==> src/rtl/lcd_bus_arbiter.sv <==
// Two-port arbiter and write-timing generator for the ST7920 8-bit parallel bus.
// Define LCD_BUS_LOCK_EN to let an owner keep the bus across several writes via req_lock.
`timescale 1ns/1ps

module lcd_bus_arbiter #(
    parameter int T_SETUP = 4,
    parameter int T_PULSE = 25,
    parameter int T_HOLD  = 5,
    parameter int T_EXEC  = 3600,
    parameter int T_CLEAR = 80000
) (
    input  logic        clk,
    input  logic        rst,
    input  logic [1:0]  req_valid,
    input  logic [1:0]  req_rs,
    input  logic [15:0] req_db,
    input  logic [1:0]  req_lock,
    output logic [1:0]  req_ready,
    output logic [1:0]  req_done,
    output logic        busy,
    output logic        lcd_rs,
    output logic        lcd_rw,
    output logic        lcd_en,
    output logic [7:0]  lcd_db,
    output logic        lcd_psb
);

    localparam int MAX_A = (T_SETUP > T_PULSE) ? T_SETUP : T_PULSE;
    localparam int MAX_B = (MAX_A > T_HOLD) ? MAX_A : T_HOLD;
    localparam int MAX_C = (MAX_B > T_EXEC) ? MAX_B : T_EXEC;
    localparam int MAX_T = (MAX_C > T_CLEAR) ? MAX_C : T_CLEAR;
    localparam int CW    = $clog2(MAX_T + 1);

    typedef enum logic [2:0] {IDLE, SETUP, PULSE, HOLD, WAIT} state_t;

    state_t        state, state_next;
    logic [CW-1:0] cnt, cnt_next;
    logic          owner, last;
    logic [1:0]    rr_grant, grant;
    logic          accept, sel, clear_cmd, phase_end;

    always_comb begin
        rr_grant = 2'b00;
        case (req_valid)
            2'b01:   rr_grant = 2'b01;
            2'b10:   rr_grant = 2'b10;
            2'b11:   rr_grant = last ? 2'b01 : 2'b10;
            default: rr_grant = 2'b00;
        endcase
    end

`ifdef LCD_BUS_LOCK_EN
    logic lock_active, lock_owner, lock_hold;

    // The lock persists while the owner is still asking or still holds req_lock.
    assign lock_hold = lock_active & (req_valid[lock_owner] | req_lock[lock_owner]);
    assign grant     = lock_hold ? (req_valid & (lock_owner ? 2'b10 : 2'b01)) : rr_grant;

    always_ff @(posedge clk) begin
        if (rst) begin
            lock_active <= 1'b0;
            lock_owner  <= 1'b0;
        end else if (accept) begin
            lock_active <= req_lock[sel];
            lock_owner  <= sel;
        end else if (state == IDLE && lock_active && !req_valid[lock_owner] && !req_lock[lock_owner]) begin
            lock_active <= 1'b0;
        end
    end
`else
    logic unused_lock;
    assign unused_lock = ^req_lock;
    assign grant       = rr_grant;
`endif

    assign req_ready = (state == IDLE && !rst) ? grant : 2'b00;
    assign accept    = |(req_valid & req_ready);
    assign sel       = req_ready[1];
    assign clear_cmd = !lcd_rs && (lcd_db == 8'h01 || lcd_db == 8'h02);
    assign phase_end = (cnt == '0);

    always_comb begin
        state_next = state;
        cnt_next   = phase_end ? '0 : cnt - 1'b1;
        case (state)
            IDLE: begin
                if (accept) begin
                    state_next = SETUP;
                    cnt_next   = CW'(T_SETUP - 1);
                end
            end
            SETUP: begin
                if (phase_end) begin
                    state_next = PULSE;
                    cnt_next   = CW'(T_PULSE - 1);
                end
            end
            PULSE: begin
                if (phase_end) begin
                    state_next = HOLD;
                    cnt_next   = CW'(T_HOLD - 1);
                end
            end
            HOLD: begin
                if (phase_end) begin
                    state_next = WAIT;
                    cnt_next   = clear_cmd ? CW'(T_CLEAR - 1) : CW'(T_EXEC - 1);
                end
            end
            WAIT: begin
                if (phase_end) state_next = IDLE;
            end
            default: begin
                state_next = IDLE;
                cnt_next   = '0;
            end
        endcase
    end

    // lcd_rs/lcd_db double as the request latch, so they stay put until the next accept.
    always_ff @(posedge clk) begin
        if (rst) begin
            state  <= IDLE;
            cnt    <= '0;
            last   <= 1'b1;
            owner  <= 1'b0;
            lcd_en <= 1'b0;
            lcd_rs <= 1'b0;
            lcd_db <= 8'h00;
        end else begin
            state  <= state_next;
            cnt    <= cnt_next;
            lcd_en <= (state_next == PULSE);
            if (accept) begin
                owner  <= sel;
                last   <= sel;
                lcd_rs <= req_rs[sel];
                lcd_db <= sel ? req_db[15:8] : req_db[7:0];
            end
        end
    end

    assign req_done = (state == WAIT && phase_end && !rst) ? (owner ? 2'b10 : 2'b01) : 2'b00;
    assign busy     = (state != IDLE);
    assign lcd_rw   = 1'b0;
    assign lcd_psb  = 1'b1;

endmodule

==> config.mk <==
export PLATFORM = sky130hd
export DESIGN_NAME = lcd_bus_arbiter
export DESIGN_NICKNAME = d
export VERILOG_FILES = /design/src/rtl/lcd_bus_arbiter.sv
export SDC_FILE = /design/constraint.sdc
export NUM_CORES = 1
export LEC_CHECK = 0
export CAP_MARGIN = 15
export CORE_MARGIN = 2
export CORE_UTILIZATION = 30
export CTS_CLUSTER_DIAMETER = 150
export CTS_CLUSTER_SIZE = 10
export DETAILED_ROUTE_END_ITERATION = 7
export HOLD_SLACK_MARGIN = 0.15
export PLACE_DENSITY_LB_ADDON = 0.05
export SYNTH_ARGS = -nofsm -noshare
export SYNTH_HDL_FRONTEND = slang
export SYNTH_SLANG_ARGS = --single-unit
==> constraint.sdc <==
create_clock -name clk -period 2.2 [get_ports clk]
set_input_delay 0.33 -clock clk [delete_from_list [all_inputs] [get_ports clk]]
set_output_delay 0.33 -clock clk [all_outputs]
set_load 0.005 [all_outputs]
==> reports/results.ini <==
[outcome]
outcome = complete, no violations

[critical_path]
crit-reg2reg-launch = cnt[0]
cp.required_ns = 1.87
start_kind = register
r2r_slack_ns = 0.28
cp-startpoint = cnt[0]
critical_path.max_fanout = 3
endpoint_kind = primary output
critPathKind = reg -> out
worst_r2r_path_depth = 7
reg2reg_to = cnt[12]
worst_ep_arrival_time_ns = 1.77

[final_layout]
antenna_cells = 0
drive_above_1_share_pct = 31.2
syn_to_final_growth_pct = 42.3
layout.nets = 285
nFillCells = 573
fin_cells = 335

[detailed_routing]
drt_wl_total_mm = 5.00
drt_iter0_markers = 94
drc_errors = 0
vias = 1697
drt_pass1_iterations = 4
avgViaCountPerCell = 5.07
ant_nets = 0
routedWlPerCell_um = 14.9

[synth]
synthFlopType = dfxtp_1
synth_area_mm2 = 0.00179
syn-num-nets = 218
synth-seq-cells = 32
synth.avg_cell_area_um2 = 9.28
netlist_instances = 193
ys_warn_count = 0
ys_seq_area_share_pct = 35.8
ys_types = 55
synthArstFlopShare_pct = 0
synth_edf_count = 0

[clocking]
path_clk_slew_ns = 0.07
cts_tree = done
clock_sinks = 32
clk_latency_ns = 0.27
htree_levels = 2
hold_buffers = 0
clockRootBuffer = clkbuf_8
cts_buffers = 5
clockBufferDepth = 2

[pwr]
switching_share_pct = 42.5
power.density_mw_per_mm2 = 1430
switching_power_w = 0.00156
seqPwrFrac_pct = 24.5
intPower_w = 0.00210
leakagePower_nw = 0.937
peakVddDrop_uv = 778
clock_power_share_pct = 11.6
combPwrFrac_pct = 63.8

[grt]
grt_pass1_wl_mm = 8.67
antenna_found_initial = 0
grt_max_degree = 13
grtUsageTotal_pct = 16.7
grt_pass1_vias = 1839
grt.overflow.total = 0

[floorplanning]
core_area_mm2 = 0.00585
die-area_mm2 = 0.00661
rows = 28
die_h_um = 81.3
start_util_pct = 30.6
die_width_um = 81.3
ios = 41

[timing]
hold_violations = 0
relSlewSlack_pct = 55.5
worst_pin_slew_ns = 0.661
clock_skew_ns = 0.00268
fin_crit_sh_pct = 95.4
timing.fmax_ghz = 0.476
period_needed_ns = 2.10
maxSlewViolCount = 0
fin_setup_tns_ns = 0
rsz0062_at_grt = no
finalSetupViolCount = 0

[placed_design]
io_buffers = 36
gp_congestion = 0.904
dp.final_hpwl_mm = 3.86
placed_cells = 326

[min_path]
min_from = last
min_to = last
min_path_type = reg -> reg
holdPathStages = 1

[flow_run]
max_cap_violations = 0

## Yosys cell counts, types with 3 or more instances
cell,number,area share [%]
inv_1,5,1.0
nor4_2,3,2.1
a211oi_1,6,2.5
a21oi_1,11,3.1
nand2_1,19,4.0
xor2_1,6,2.9
a211o_1,3,1.5
buf_6,4,2.5
clkbuf_1,3,0.63
o221ai_2,7,5.9
a21oi_2,7,3.4
nand4_1,4,1.4
nor4_1,5,1.7
a31oi_1,3,1.0
nor3_1,3,0.84
nand3_1,6,1.7
o21ai_0,5,1.4
nor2_1,14,2.9
buf_4,3,1.3
dfxtp_1,32,36
## cells in the final DEF, fill, tap and decap left out, drive strengths merged, types with 3 or more instances in the layout
master	instances
nor4	9
a21oi	18
nand4	4
a211o	3
nor2	14
a211oi	7
clkdlybuf4s50	33
o221ai	8
inv	5
o21ai	5
xor2	6
nand2	19
buf	39
a31oi	3
dfxtp	32
nand3	7
nor3	4
clkbuf	6
## sequential cells by signal, indices dropped and copies added, names as in the netlist
| name | cells |
|---|---|
| cnt | 17 |
| last | 1 |
| lcd_db | 8 |
| lcd_en | 1 |
| lcd_rs | 1 |
| owner | 1 |
| state | 3 |
## metrics by stage
stage	setup WS, ns	power [W]	hold slack (ns)	util (%)	area, um^2
global placement	-0.154	0.00306	0.446	41.1	2410
floorplan	0.222	0.00230	0.436	-	1790
CTS	0.0170	0.00367	0.483	43.5	2540
detailed placement	-0.192	0.00308	0.470	41.1	2410
global route	0.000351	0.00395	0.500	43.6	2550
finish	0.101	0.00366	0.479	43.6	2550
## power groups by stage
stage,sequential (W),combinational (W),clock [W]
6_report,0.000897,0.00234,0.000426
5_1_grt,0.000924,0.00256,0.000469
4_1_cts,0.000895,0.00233,0.000447
3_5_place_dp,0.000888,0.00219,0
3_3_place_gp,0.000882,0.00218,0
2_1_floorplan,0.000912,0.00139,0
## kinds of logic (layout without fill, tap and decap cells)
family,Yosys count,after routing,share of synthesized area [%]
simple gates,74,74,25.1
compound gates,56,56,26.3
flops,32,32,35.8
buf+inv,18,85,6.77
xor+xnor,8,8,3.91
other cells,2,2,0.419
mux,2,2,1.12
fa+ha+maj,1,1,0.698
## worst max-delay path, cell delays in order (launching register included)
cell and delay [ns]:
dfxtp_1 0.32, inv_2 0.08, ha_4 0.13, nor4b_4 0.21, and3_1 0.21, nand3_2 0.13, nor4b_2 0.27, buf_2 0.15
## layer usage
metal  share of wire (%)  global-route usage, %  routed length, um
met2                  50                   29.2               2510
met1                  45                   20.8               2260
met3                 4.5                   3.78                225
met4                0.28                   3.90                 14
met5                   0                      0                  0
## worst max-delay path by stage
| stage | endpoint | slack [ns] | cells past startpoint |
|---|---|---|---|
| 2_1_floorplan | req_done[1] | 0.22 | 6 |
| 4_1_cts | req_ready[1] | 0.02 | 4 |
| 3_5_place_dp | req_done[1] | -0.19 | 7 |
| 3_3_place_gp | req_done[1] | -0.15 | 7 |
| 5_1_grt | req_done[1] | 0.0004 | 7 |
| 6_report | req_done[1] | 0.10 | 7 |
## final cells by class
cell class	count	area, um^2	share of cell area, %
Inverter	5	18.8	0.736
Tap cell	75	93.8	3.68
Timing Repair Buffer	73	627	24.6
Clock buffer	6	72.6	2.85
Clock inverter	1	5.00	0.196
Sequential cell	32	642	25.2
Multi-Input combinational cell	143	1090	42.8
## what timing repair did
action	CTS	global route
gates resized for setup	20	2
setup endpoints to repair	4	3
buffers inserted	2	0
hold endpoints to repair	0	0
pin swaps	5	4
Power figures use the tool's default switching activity.
